**src/rtl/mem_arbiter_if.sv**
```systemverilog
// mem_arbiter_if
//   Bundles every handshake/bus signal between mem_arbiter, its two
//   clients and the MemDPI memory port.
//   slave  : arbiter side (client requests/write beats and memory read
//            beats in; grants, routed beats, busy/owner out)
//   master : environment side (clients + MemDPI), directions reversed
//   Signals:
//     cN_req_valid/opcode/len/addr, cN_req_ready   request handshake, N=0,1
//     cN_wr_valid/bits                              write beats from client N
//     cN_rd_valid/bits, cN_rd_ready                 read beats to client N
//     mem_req_valid/opcode/len/addr                 request to MemDPI
//     mem_wr_valid/bits                             write beat to MemDPI
//     mem_rd_valid/bits, mem_rd_ready               read beat from MemDPI
//     busy, owner                                   arbiter status
interface mem_arbiter_if #(
  parameter int MEM_LEN_BITS  = 8,
  parameter int MEM_ADDR_BITS = 32,
  parameter int MEM_DATA_BITS = 64
);
  logic                     c0_req_valid;
  logic                     c0_req_ready;
  logic                     c0_req_opcode;
  logic [MEM_LEN_BITS-1:0]  c0_req_len;
  logic [MEM_ADDR_BITS-1:0] c0_req_addr;
  logic                     c0_wr_valid;
  logic [MEM_DATA_BITS-1:0] c0_wr_bits;
  logic                     c0_rd_valid;
  logic [MEM_DATA_BITS-1:0] c0_rd_bits;
  logic                     c0_rd_ready;

  logic                     c1_req_valid;
  logic                     c1_req_ready;
  logic                     c1_req_opcode;
  logic [MEM_LEN_BITS-1:0]  c1_req_len;
  logic [MEM_ADDR_BITS-1:0] c1_req_addr;
  logic                     c1_wr_valid;
  logic [MEM_DATA_BITS-1:0] c1_wr_bits;
  logic                     c1_rd_valid;
  logic [MEM_DATA_BITS-1:0] c1_rd_bits;
  logic                     c1_rd_ready;

  logic                     mem_req_valid;
  logic                     mem_req_opcode;
  logic [MEM_LEN_BITS-1:0]  mem_req_len;
  logic [MEM_ADDR_BITS-1:0] mem_req_addr;
  logic                     mem_wr_valid;
  logic [MEM_DATA_BITS-1:0] mem_wr_bits;
  logic                     mem_rd_valid;
  logic [MEM_DATA_BITS-1:0] mem_rd_bits;
  logic                     mem_rd_ready;

  logic                     busy;
  logic                     owner;

  modport slave (
    input  c0_req_valid, c0_req_opcode, c0_req_len, c0_req_addr,
    input  c0_wr_valid, c0_wr_bits, c0_rd_ready,
    input  c1_req_valid, c1_req_opcode, c1_req_len, c1_req_addr,
    input  c1_wr_valid, c1_wr_bits, c1_rd_ready,
    input  mem_rd_valid, mem_rd_bits,
    output c0_req_ready, c0_rd_valid, c0_rd_bits,
    output c1_req_ready, c1_rd_valid, c1_rd_bits,
    output mem_req_valid, mem_req_opcode, mem_req_len, mem_req_addr,
    output mem_wr_valid, mem_wr_bits, mem_rd_ready,
    output busy, owner
  );

  modport master (
    output c0_req_valid, c0_req_opcode, c0_req_len, c0_req_addr,
    output c0_wr_valid, c0_wr_bits, c0_rd_ready,
    output c1_req_valid, c1_req_opcode, c1_req_len, c1_req_addr,
    output c1_wr_valid, c1_wr_bits, c1_rd_ready,
    output mem_rd_valid, mem_rd_bits,
    input  c0_req_ready, c0_rd_valid, c0_rd_bits,
    input  c1_req_ready, c1_rd_valid, c1_rd_bits,
    input  mem_req_valid, mem_req_opcode, mem_req_len, mem_req_addr,
    input  mem_wr_valid, mem_wr_bits, mem_rd_ready,
    input  busy, owner
  );
endinterface

```
**src/rtl/mem_arbiter.sv**
```systemverilog
// mem_arbiter
//   Shares one MemDPI memory port between two clients. Whole transactions
//   (request plus len+1 data beats) are granted round-robin; during the
//   transaction data beats are routed only to/from the owning client.
//   Ports:
//     clock  in  single clock
//     reset  in  synchronous, active-high
//     bus    mem_arbiter_if.slave (client, memory and status signals)
module mem_arbiter #(
  parameter int MEM_LEN_BITS  = 8,
  parameter int MEM_ADDR_BITS = 32,
  parameter int MEM_DATA_BITS = 64
) (
  input  logic         clock,
  input  logic         reset,
  mem_arbiter_if.slave bus
);

  typedef enum logic [1:0] {
    IDLE  = 2'd0,
    READ  = 2'd1,
    WRITE = 2'd2
  } state_t;

  state_t                   r_state, w_state_nxt;
  logic                     r_owner, w_owner_nxt;
  logic                     r_prio,  w_prio_nxt;
  logic [MEM_LEN_BITS-1:0]  r_beats, w_beats_nxt;

  logic                     w_grant;
  logic                     w_gnt_sel;
  logic                     w_gnt_op;
  logic [MEM_LEN_BITS-1:0]  w_gnt_len;
  logic [MEM_ADDR_BITS-1:0] w_gnt_addr;
  logic                     w_own_rd_ready;
  logic                     w_own_wr_valid;
  logic                     w_beat;

  // Tie goes to r_prio; otherwise the lone requester. A grant is never
  // issued while reset is asserted.
  assign w_gnt_sel  = (bus.c0_req_valid && bus.c1_req_valid) ? r_prio : bus.c1_req_valid;
  assign w_grant    = (r_state == IDLE) && !reset && (bus.c0_req_valid || bus.c1_req_valid);
  assign w_gnt_op   = w_gnt_sel ? bus.c1_req_opcode : bus.c0_req_opcode;
  assign w_gnt_len  = w_gnt_sel ? bus.c1_req_len    : bus.c0_req_len;
  assign w_gnt_addr = w_gnt_sel ? bus.c1_req_addr   : bus.c0_req_addr;

  assign w_own_rd_ready = r_owner ? bus.c1_rd_ready : bus.c0_rd_ready;
  assign w_own_wr_valid = r_owner ? bus.c1_wr_valid : bus.c0_wr_valid;

  // Write beats have no backpressure: every owner wr_valid cycle counts.
  assign w_beat = ((r_state == READ)  && bus.mem_rd_valid && w_own_rd_ready) ||
                  ((r_state == WRITE) && w_own_wr_valid);

  // State register
  always_ff @(posedge clock) begin
    if (reset) begin
      r_state <= IDLE;
      r_owner <= 1'b0;
      r_prio  <= 1'b0;
      r_beats <= '0;
    end else begin
      r_state <= w_state_nxt;
      r_owner <= w_owner_nxt;
      r_prio  <= w_prio_nxt;
      r_beats <= w_beats_nxt;
    end
  end

  // Next-state logic; r_beats holds the beats remaining minus one, so a
  // beat seen with r_beats == 0 is the last one (len = max gives max+1 beats).
  always_comb begin
    w_state_nxt = r_state;
    w_owner_nxt = r_owner;
    w_prio_nxt  = r_prio;
    w_beats_nxt = r_beats;
    unique case (r_state)
      IDLE: begin
        if (w_grant) begin
          w_owner_nxt = w_gnt_sel;
          w_prio_nxt  = ~w_gnt_sel;
          w_beats_nxt = w_gnt_len;
          w_state_nxt = w_gnt_op ? WRITE : READ;
        end
      end
      READ, WRITE: begin
        if (w_beat) begin
          if (r_beats == '0) w_state_nxt = IDLE;
          else               w_beats_nxt = r_beats - MEM_LEN_BITS'(1);
        end
      end
      default: w_state_nxt = IDLE;
    endcase
  end

  // Output logic; every routed bus reads zero while unselected.
  always_comb begin
    bus.c0_req_ready   = 1'b0;
    bus.c1_req_ready   = 1'b0;
    bus.mem_req_valid  = 1'b0;
    bus.mem_req_opcode = 1'b0;
    bus.mem_req_len    = '0;
    bus.mem_req_addr   = '0;
    bus.mem_rd_ready   = 1'b0;
    bus.c0_rd_valid    = 1'b0;
    bus.c0_rd_bits     = '0;
    bus.c1_rd_valid    = 1'b0;
    bus.c1_rd_bits     = '0;
    bus.mem_wr_valid   = 1'b0;
    bus.mem_wr_bits    = '0;
    unique case (r_state)
      IDLE: begin
        if (w_grant) begin
          bus.c0_req_ready   = ~w_gnt_sel;
          bus.c1_req_ready   = w_gnt_sel;
          bus.mem_req_valid  = 1'b1;
          bus.mem_req_opcode = w_gnt_op;
          bus.mem_req_len    = w_gnt_len;
          bus.mem_req_addr   = w_gnt_addr;
        end
      end
      READ: begin
        bus.mem_rd_ready = w_own_rd_ready;
        if (r_owner) begin
          bus.c1_rd_valid = bus.mem_rd_valid;
          bus.c1_rd_bits  = bus.mem_rd_bits;
        end else begin
          bus.c0_rd_valid = bus.mem_rd_valid;
          bus.c0_rd_bits  = bus.mem_rd_bits;
        end
      end
      WRITE: begin
        bus.mem_wr_valid = w_own_wr_valid;
        bus.mem_wr_bits  = r_owner ? bus.c1_wr_bits : bus.c0_wr_bits;
      end
      default: ;
    endcase
    bus.busy  = (r_state != IDLE);
    bus.owner = r_owner;
  end

endmodule

```
**src/flat_wrapper.sv**
```systemverilog
// flat-port wrapper written by rule: the top's interface ports become plain ports
module mem_arbiter_flat 
#(
  parameter int MEM_LEN_BITS  = 8,
  parameter int MEM_ADDR_BITS = 32,
  parameter int MEM_DATA_BITS = 64
)
  (clock, reset, bus_c0_req_valid, bus_c0_req_opcode, bus_c0_req_len, bus_c0_req_addr, bus_c0_wr_valid, bus_c0_wr_bits, bus_c0_rd_ready, bus_c1_req_valid, bus_c1_req_opcode, bus_c1_req_len, bus_c1_req_addr, bus_c1_wr_valid, bus_c1_wr_bits, bus_c1_rd_ready, bus_mem_rd_valid, bus_mem_rd_bits, bus_c0_req_ready, bus_c0_rd_valid, bus_c0_rd_bits, bus_c1_req_ready, bus_c1_rd_valid, bus_c1_rd_bits, bus_mem_req_valid, bus_mem_req_opcode, bus_mem_req_len, bus_mem_req_addr, bus_mem_wr_valid, bus_mem_wr_bits, bus_mem_rd_ready, bus_busy, bus_owner);
  mem_arbiter_if #(.MEM_LEN_BITS(MEM_LEN_BITS), .MEM_ADDR_BITS(MEM_ADDR_BITS), .MEM_DATA_BITS(MEM_DATA_BITS)) bus_i ();
  input  logic clock;
  input  logic reset;
  input wire logic [$bits(bus_i.c0_req_valid)-1:0] bus_c0_req_valid;
  input wire logic [$bits(bus_i.c0_req_opcode)-1:0] bus_c0_req_opcode;
  input wire logic [$bits(bus_i.c0_req_len)-1:0] bus_c0_req_len;
  input wire logic [$bits(bus_i.c0_req_addr)-1:0] bus_c0_req_addr;
  input wire logic [$bits(bus_i.c0_wr_valid)-1:0] bus_c0_wr_valid;
  input wire logic [$bits(bus_i.c0_wr_bits)-1:0] bus_c0_wr_bits;
  input wire logic [$bits(bus_i.c0_rd_ready)-1:0] bus_c0_rd_ready;
  input wire logic [$bits(bus_i.c1_req_valid)-1:0] bus_c1_req_valid;
  input wire logic [$bits(bus_i.c1_req_opcode)-1:0] bus_c1_req_opcode;
  input wire logic [$bits(bus_i.c1_req_len)-1:0] bus_c1_req_len;
  input wire logic [$bits(bus_i.c1_req_addr)-1:0] bus_c1_req_addr;
  input wire logic [$bits(bus_i.c1_wr_valid)-1:0] bus_c1_wr_valid;
  input wire logic [$bits(bus_i.c1_wr_bits)-1:0] bus_c1_wr_bits;
  input wire logic [$bits(bus_i.c1_rd_ready)-1:0] bus_c1_rd_ready;
  input wire logic [$bits(bus_i.mem_rd_valid)-1:0] bus_mem_rd_valid;
  input wire logic [$bits(bus_i.mem_rd_bits)-1:0] bus_mem_rd_bits;
  output wire logic [$bits(bus_i.c0_req_ready)-1:0] bus_c0_req_ready;
  output wire logic [$bits(bus_i.c0_rd_valid)-1:0] bus_c0_rd_valid;
  output wire logic [$bits(bus_i.c0_rd_bits)-1:0] bus_c0_rd_bits;
  output wire logic [$bits(bus_i.c1_req_ready)-1:0] bus_c1_req_ready;
  output wire logic [$bits(bus_i.c1_rd_valid)-1:0] bus_c1_rd_valid;
  output wire logic [$bits(bus_i.c1_rd_bits)-1:0] bus_c1_rd_bits;
  output wire logic [$bits(bus_i.mem_req_valid)-1:0] bus_mem_req_valid;
  output wire logic [$bits(bus_i.mem_req_opcode)-1:0] bus_mem_req_opcode;
  output wire logic [$bits(bus_i.mem_req_len)-1:0] bus_mem_req_len;
  output wire logic [$bits(bus_i.mem_req_addr)-1:0] bus_mem_req_addr;
  output wire logic [$bits(bus_i.mem_wr_valid)-1:0] bus_mem_wr_valid;
  output wire logic [$bits(bus_i.mem_wr_bits)-1:0] bus_mem_wr_bits;
  output wire logic [$bits(bus_i.mem_rd_ready)-1:0] bus_mem_rd_ready;
  output wire logic [$bits(bus_i.busy)-1:0] bus_busy;
  output wire logic [$bits(bus_i.owner)-1:0] bus_owner;
  assign bus_i.c0_req_valid = bus_c0_req_valid;
  assign bus_i.c0_req_opcode = bus_c0_req_opcode;
  assign bus_i.c0_req_len = bus_c0_req_len;
  assign bus_i.c0_req_addr = bus_c0_req_addr;
  assign bus_i.c0_wr_valid = bus_c0_wr_valid;
  assign bus_i.c0_wr_bits = bus_c0_wr_bits;
  assign bus_i.c0_rd_ready = bus_c0_rd_ready;
  assign bus_i.c1_req_valid = bus_c1_req_valid;
  assign bus_i.c1_req_opcode = bus_c1_req_opcode;
  assign bus_i.c1_req_len = bus_c1_req_len;
  assign bus_i.c1_req_addr = bus_c1_req_addr;
  assign bus_i.c1_wr_valid = bus_c1_wr_valid;
  assign bus_i.c1_wr_bits = bus_c1_wr_bits;
  assign bus_i.c1_rd_ready = bus_c1_rd_ready;
  assign bus_i.mem_rd_valid = bus_mem_rd_valid;
  assign bus_i.mem_rd_bits = bus_mem_rd_bits;
  assign bus_c0_req_ready = bus_i.c0_req_ready;
  assign bus_c0_rd_valid = bus_i.c0_rd_valid;
  assign bus_c0_rd_bits = bus_i.c0_rd_bits;
  assign bus_c1_req_ready = bus_i.c1_req_ready;
  assign bus_c1_rd_valid = bus_i.c1_rd_valid;
  assign bus_c1_rd_bits = bus_i.c1_rd_bits;
  assign bus_mem_req_valid = bus_i.mem_req_valid;
  assign bus_mem_req_opcode = bus_i.mem_req_opcode;
  assign bus_mem_req_len = bus_i.mem_req_len;
  assign bus_mem_req_addr = bus_i.mem_req_addr;
  assign bus_mem_wr_valid = bus_i.mem_wr_valid;
  assign bus_mem_wr_bits = bus_i.mem_wr_bits;
  assign bus_mem_rd_ready = bus_i.mem_rd_ready;
  assign bus_busy = bus_i.busy;
  assign bus_owner = bus_i.owner;
  mem_arbiter #(.MEM_LEN_BITS(MEM_LEN_BITS), .MEM_ADDR_BITS(MEM_ADDR_BITS), .MEM_DATA_BITS(MEM_DATA_BITS)) u_core (.clock(clock), .reset(reset), .bus(bus_i));
endmodule
```
**config.mk**
```make
export PLATFORM = sky130hd
export DESIGN_NAME = mem_arbiter_flat
export DESIGN_NICKNAME = d
export VERILOG_FILES = /design/src/rtl/mem_arbiter_if.sv /design/src/rtl/mem_arbiter.sv /design/src/flat_wrapper.sv
export SDC_FILE = /design/constraint.sdc
export NUM_CORES = 1
export LEC_CHECK = 0
export CORE_AREA = 2 2 205 207
export DETAILED_ROUTE_END_ITERATION = 10
export DIE_AREA = 0 0 207 209
export SLEW_MARGIN = 0
export SYNTH_ARGS = -nofsm -noshare
export SYNTH_HDL_FRONTEND = slang
export SYNTH_SLANG_ARGS = --single-unit
```
**constraint.sdc**
```tcl
create_clock -name clock -period 3.2 [get_ports clock]
set_input_delay 0.48 -clock clock [delete_from_list [all_inputs] [get_ports clock]]
set_output_delay 0.48 -clock clock [all_outputs]
set_load 0.03 [all_outputs]
```
After elaboration in Yosys (flattened, before gate mapping)
Cells that the tools add are included.

Add/subtract/negate cells: 1. Multiply operators: 0. Div/mod/pow operators: 0. Order comparisons: 0. Equal/unequal tests: 6. Shift-type cells: 0. Muxes and demuxes: 39. Bitwise gates (word level): 1. Reductions and logical operators: 17.

Operators by type and width (count): 2-to-1 mux 64 bit (6); 2-to-1 mux 32 bit (3); 2-to-1 mux 8 bit (6); 2-to-1 mux 1 bit (18); one-hot mux 8 bit (2 select lines) (1); zero test 8 bit (1); 2-to-1 mux 2 bit (4); subtractor 8 x 1 -> 8 bit (second input constant) (1); logical AND 1 bit (6); inequality test 2 x 1 -> 1 bit (second input constant) (3); one-hot mux 2 bit (2 select lines) (1); AND reduction 4 bit (1); nonzero test 2 bit (2); AND reduction 3 bit (1); equality test 2 x 1 -> 1 bit (second input constant) (1); equality test 2 bit (second input constant) (1); zero test 2 bit (1); logical OR 1 bit (2); inequality test 2 bit (second input constant) (1); AND reduction 2 bit (1); OR reduction 2 bit (1); zero test 1 bit (1); NOT 1 bit (1).

Flip-flop bits (word level): 12. Bits in latches: 0. Bits in writable memories: 0. Memory bits (read-only): 0. Input bits: 283. Output and inout port bits: 242. Logic and storage cells: 68. Memories kept: 0.

Logic depth before layout (Yosys ltp)
Depth in word-level cells: 6. Depth in mapped cells: 9. Mapped depth without buffers: 7.

Worst setup path before layout
No wires, ideal clock.

Path type: input port to output port. Start: input port bus_c0_req_valid. End: output port bus_mem_req_addr[22]. Arrival: 1.819 ns. Required time: 2.720 ns. Slack: 0.901 ns. Cell stages on the path: 6. Cells stage by stage: inv_1 -> o21ai_2 -> buf_4 -> clkbuf_1 -> nand2_1 -> a21oi_1.

Longest elaborated chain between the ends: 5. Elaborated cells between the ends (all ways): 7. Those cells by class: mux: 4; reduce/logical: 3.

RTL lines: start: declaration (RTL line flat_wrapper.sv:12) `input wire logic [$bits(bus_i.c0_req_valid)-1:0] bus_c0_req_valid;`; logical AND 1 bit (RTL line mem_arbiter.sv:41) `assign w_gnt_sel = (bus.c0_req_valid && bus.c1_req_valid) ? r_prio : bus.c1_req_valid;`; 2-to-1 mux 1 bit (RTL line mem_arbiter.sv:41); 2-to-1 mux 32 bit (RTL line mem_arbiter.sv:45) `assign w_gnt_addr = w_gnt_sel ? bus.c1_req_addr : bus.c0_req_addr;`; 2-to-1 mux 32 bit * (RTL line mem_arbiter.sv:112) `if (w_grant) begin`; 2-to-1 mux 32 bit * (RTL line mem_arbiter.sv:110) `unique case (r_state)`; end: declaration (RTL line flat_wrapper.sv:37) `output wire logic [$bits(bus_i.mem_req_addr)-1:0] bus_mem_req_addr;`.

Mark *: on every way between the ends. The rest lies on a longest branch, timed or not.

Final worst setup path
Start: input port bus_c1_req_valid. End: output port bus_mem_req_valid.

Longest elaborated chain between the ends: 4.

RTL lines: start: declaration (RTL line flat_wrapper.sv:19) `input wire logic [$bits(bus_i.c1_req_valid)-1:0] bus_c1_req_valid;`; logical OR 1 bit (RTL line mem_arbiter.sv:42) `assign w_grant = (r_state == IDLE) && !reset && (bus.c0_req_valid || bus.c1_req_valid);`; logical AND 1 bit (RTL line mem_arbiter.sv:42); 2-to-1 mux 1 bit (RTL line mem_arbiter.sv:112); 2-to-1 mux 1 bit (RTL line mem_arbiter.sv:110); end: declaration (RTL line flat_wrapper.sv:34) `output wire logic [$bits(bus_i.mem_req_valid)-1:0] bus_mem_req_valid;`.

Every way passes these cells.

==> metrics.log <==
INFO  metric cts_buffers = 3
INFO  metric cts-root-to-sink-buffers = 2
INFO  metric drt_drc_violations_left = 0
INFO  metric dp_slack = 0.264 ns
INFO  metric grt_setup_unrepaired = no
INFO  metric clk_pin_slew = 0.05 ns
INFO  metric critPathMaxFanout = 10
INFO  metric timing_worst_setup_path_type = input port to output port
INFO  metric hold_viol_final = 0
INFO  metric max-slew-margin-rel = 0.578
INFO  metric critical_path.startpoint_type = input port
INFO  metric status = finished clean
INFO  metric finalSetupTns = 0 ns
INFO  metric synth_fa_ha_area_frac = 0.0189
INFO  metric primary_flip_flop_cell_chosen_by_synthesis_mapping = sky130_fd_sc_hd__dfxtp_1
INFO  metric syn-num-nets = 820
INFO  metric core-area = 0.0413 sq mm
INFO  metric floorplan.die.height = 209 microns
INFO  metric antenna_violations_before_repair = 5
INFO  metric yosys_warnings = 0
INFO  metric timing.final.ws_setup = 0.281 ns
INFO  metric grt_pass1_wl = 38500 microns
INFO  metric area_growth = 179%
INFO  metric cts_setup_buffers = 0
INFO  metric synth-simple-area-share = 0.459
INFO  metric critPathCaptureType = output port
INFO  metric first_global_vias = 5813
INFO  metric worstPathCellList = clkdlybuf4s50_1, nor2_1, nor2_1, nand2_1, inv_1, clkdlybuf4s50_1
INFO  metric clk_latency = 0.24 ns
INFO  metric final_min_period_over_clock_period = 0.912
INFO  metric die_x = 207 microns
INFO  metric vias = 5749
INFO  metric final_max_slew_viol_count = 0
INFO  metric timing.fmax = 0.343 GHz
INFO  metric min_path_type = flip-flop to flip-flop
INFO  metric synth_edf_count = 0
INFO  metric grt_max_degree = 67
INFO  metric drtAntennaViolNets = 0
INFO  metric syn_avg_cell_area = 6.21 sq um
INFO  metric design.die.area = 0.0433 sq mm
INFO  metric cp_num_buf_inv = 3
INFO  metric postRouteWirelength = 26900 microns
INFO  metric start_util = 0.0800
INFO  metric cts_hold_buffers = 0
INFO  metric maxCapViolCount = 0
INFO  metric clockRootBuffer = sky130_fd_sc_hd__clkbuf_16
INFO  metric detail_route.wl_per_cell = 17.2 microns
INFO  metric synth_seq_cells = 12
INFO  metric static_power_due_to_leakage = 3.62 nW
INFO  metric cts_sinks = 12
INFO  metric yosysUniqueCellTypes = 46
INFO  metric post_route_cells_drive_above_1_share = 0.0755
INFO  metric critPathRequiredTime = 2.72 ns
INFO  metric setup_viol = 0
INFO  metric critPathTopFamily = buffers and inverters
INFO  metric grt_remaining_overflow = 0
INFO  metric worst_clock_skew = 0.00508 ns
INFO  metric htree_num_levels = 1
INFO  metric power.density_cell_area = 461 mW/mm^2
INFO  metric peakVddDrop = 0.000246 V
INFO  metric cts-resized-gates = 0
INFO  metric place.port_buffers = 524
INFO  metric first_iter_violations = 303
INFO  metric cp_data_arrival_time = 2.44 ns
INFO  metric period_minus_slack = 2.92 ns
INFO  metric register_area_share_after_synthesis = 0.0727
INFO  metric post_drt_via_cell_ratio = 3.68
INFO  metric dr.pass1.iters = 5
INFO  metric dominant_combinational_cell_family_by_area_after_synthesis = simple AND/OR/NAND/NOR gates
INFO  metric worst_path_max_delay_cell = sky130_fd_sc_hd__clkdlybuf4s50_1
INFO  metric gr-usage-all-layers = 0.116
INFO  metric timing_worst_slew_pin_value = 0.628 ns
INFO  metric async_reset_ff_frac = 0
INFO  metric count_of_mapped_cells_out_of_synthesis = 532
INFO  metric area_of_the_mapped_netlist = 0.00330 sq mm
INFO  metric post_layout_nets = 1309
INFO  metric synth_compound_gate_area_share = 0.147
INFO  metric synth_xor_xnor_area_share = 0
INFO  metric io_pins = 525
INFO  metric detailed_place_hpwl = 23300 microns
INFO  metric std_cell_rows = 75
INFO  metric multiplexer_share_of_the_synthesized_area = 0.225
INFO  metric crit_path_max_incr_delay = 0.69 ns
INFO  metric cts_tree = built
INFO  metric gpl.final_weighted_congestion = 0.872
[metal layers]
metal  routed length (microns)  GRT usage
met1                     11100      0.147
met3                      2230     0.0257
met4                       540     0.0286
met2                     13000      0.199
met5                        13          0
[metrics by stage]
step / instance area [sq um] / power (mW) / cells / util / hold slack [ns]
final: 9230 / 4.26 / 1563 / 0.224 / 0.515
after global routing: 9230 / 4.52 / 1563 / 0.224 / 0.533
after CTS: 9220 / 4.29 / 1559 / 0.223 / 0.515
after detailed placement: 9130 / 4.01 / 1555 / 0.221 / 0.500
after global placement: 9130 / 4.01 / 1555 / 0.221 / 0.496
after floorplan: 3300 / 2.37 / 532 / - / 0.467
[worst reg2reg max path: cells and delay by family (launching register included)]
kind	cells	cell delay, ns
flip-flops	1	0.31
AO/OA/AOI/OAI	3	0.73
AND/OR/NAND/NOR	1	0.14
adder cells (fa/ha/maj)	1	0.40
multiplexers	1	0.36
buffers and inverters	2	0.37
[cell usage after synthesis (all sizes together), types with 2 or more instances]
cell    count  share of area
nor2       82          0.093
nand2      77          0.087
mux2i      72           0.22
and2       66           0.12
and3       65           0.12
a21oi      45          0.069
clkbuf     41          0.047
buf        12          0.020
dfxtp      12          0.073
inv        10          0.011
o21ai       6          0.010
ha          5          0.019
a311o       3         0.0095
nor2b       3         0.0057
nor3        3         0.0045
o21a        3         0.0068
a31oi       2         0.0083
mux2        2         0.0068
nor4        2         0.0083
o31ai       2         0.0045
o32ai       2         0.0053
[where the power goes]
group          switching, mW  internal (mW)  total (mW)
logic                   2.14           1.57        3.71
registers             0.0846          0.204       0.289
clock network         0.0701          0.189       0.259
[sequential cells by signal, summed over array words and instances (netlist names)]
name / flops
u_core.bus.owner: 1
u_core.r_prio: 1
u_core.r_beats: 8
u_core.r_state: 2
[path summary, 6_finish.rpt]
kind	depth (start not counted)	start	slack, ns	end
worst max register to register	8	u_core.r_state[1]	0.78	u_core.r_state[1]
worst min register to register	2	u_core.r_beats[1]	0.52	u_core.r_beats[1]
worst min-delay path	2	u_core.r_beats[1]	0.52	u_core.r_beats[1]
worst max-delay path	6	bus_c1_req_valid	0.28	bus_mem_req_valid
[kinds of logic (layout without fill, tap and decap cells)]
| family | after synthesis | after routing |
|---|---|---|
| AO/OA/AOI/OAI | 75 | 75 |
| adder cells (fa/ha/maj) | 5 | 5 |
| buffers and inverters | 63 | 551 |
| flip-flops | 12 | 12 |
| multiplexers | 74 | 74 |
| other | 0 | 4 |
| AND/OR/NAND/NOR | 303 | 303 |
[cells in the final DEF, fill, tap and decap left out, types with 10 or more instances in the layout]
cell / netlist / routed
sky130_fd_sc_hd__dfxtp_1: 12 / 11
sky130_fd_sc_hd__mux2i_1: 72 / 72
sky130_fd_sc_hd__a21oi_1: 44 / 44
sky130_fd_sc_hd__buf_12: 0 / 10
sky130_fd_sc_hd__nand2_1: 77 / 77
sky130_fd_sc_hd__and3_1: 65 / 65
sky130_fd_sc_hd__clkdlybuf4s50_1: 0 / 478
sky130_fd_sc_hd__and2_1: 66 / 66
sky130_fd_sc_hd__buf_4: 1 / 49
sky130_fd_sc_hd__nor2_1: 82 / 82
[area by class of cell]
class / instances / area, sq um
antenna: 4 / 10.0
clock buffer: 4 / 88.8
fill: 4583 / 32100
inverter: 10 / 37.5
multi-input combinational: 457 / 2820
sequential: 12 / 244
tap: 539 / 674
timing repair buffer: 537 / 5350
(Power assumes the default switching activity.)
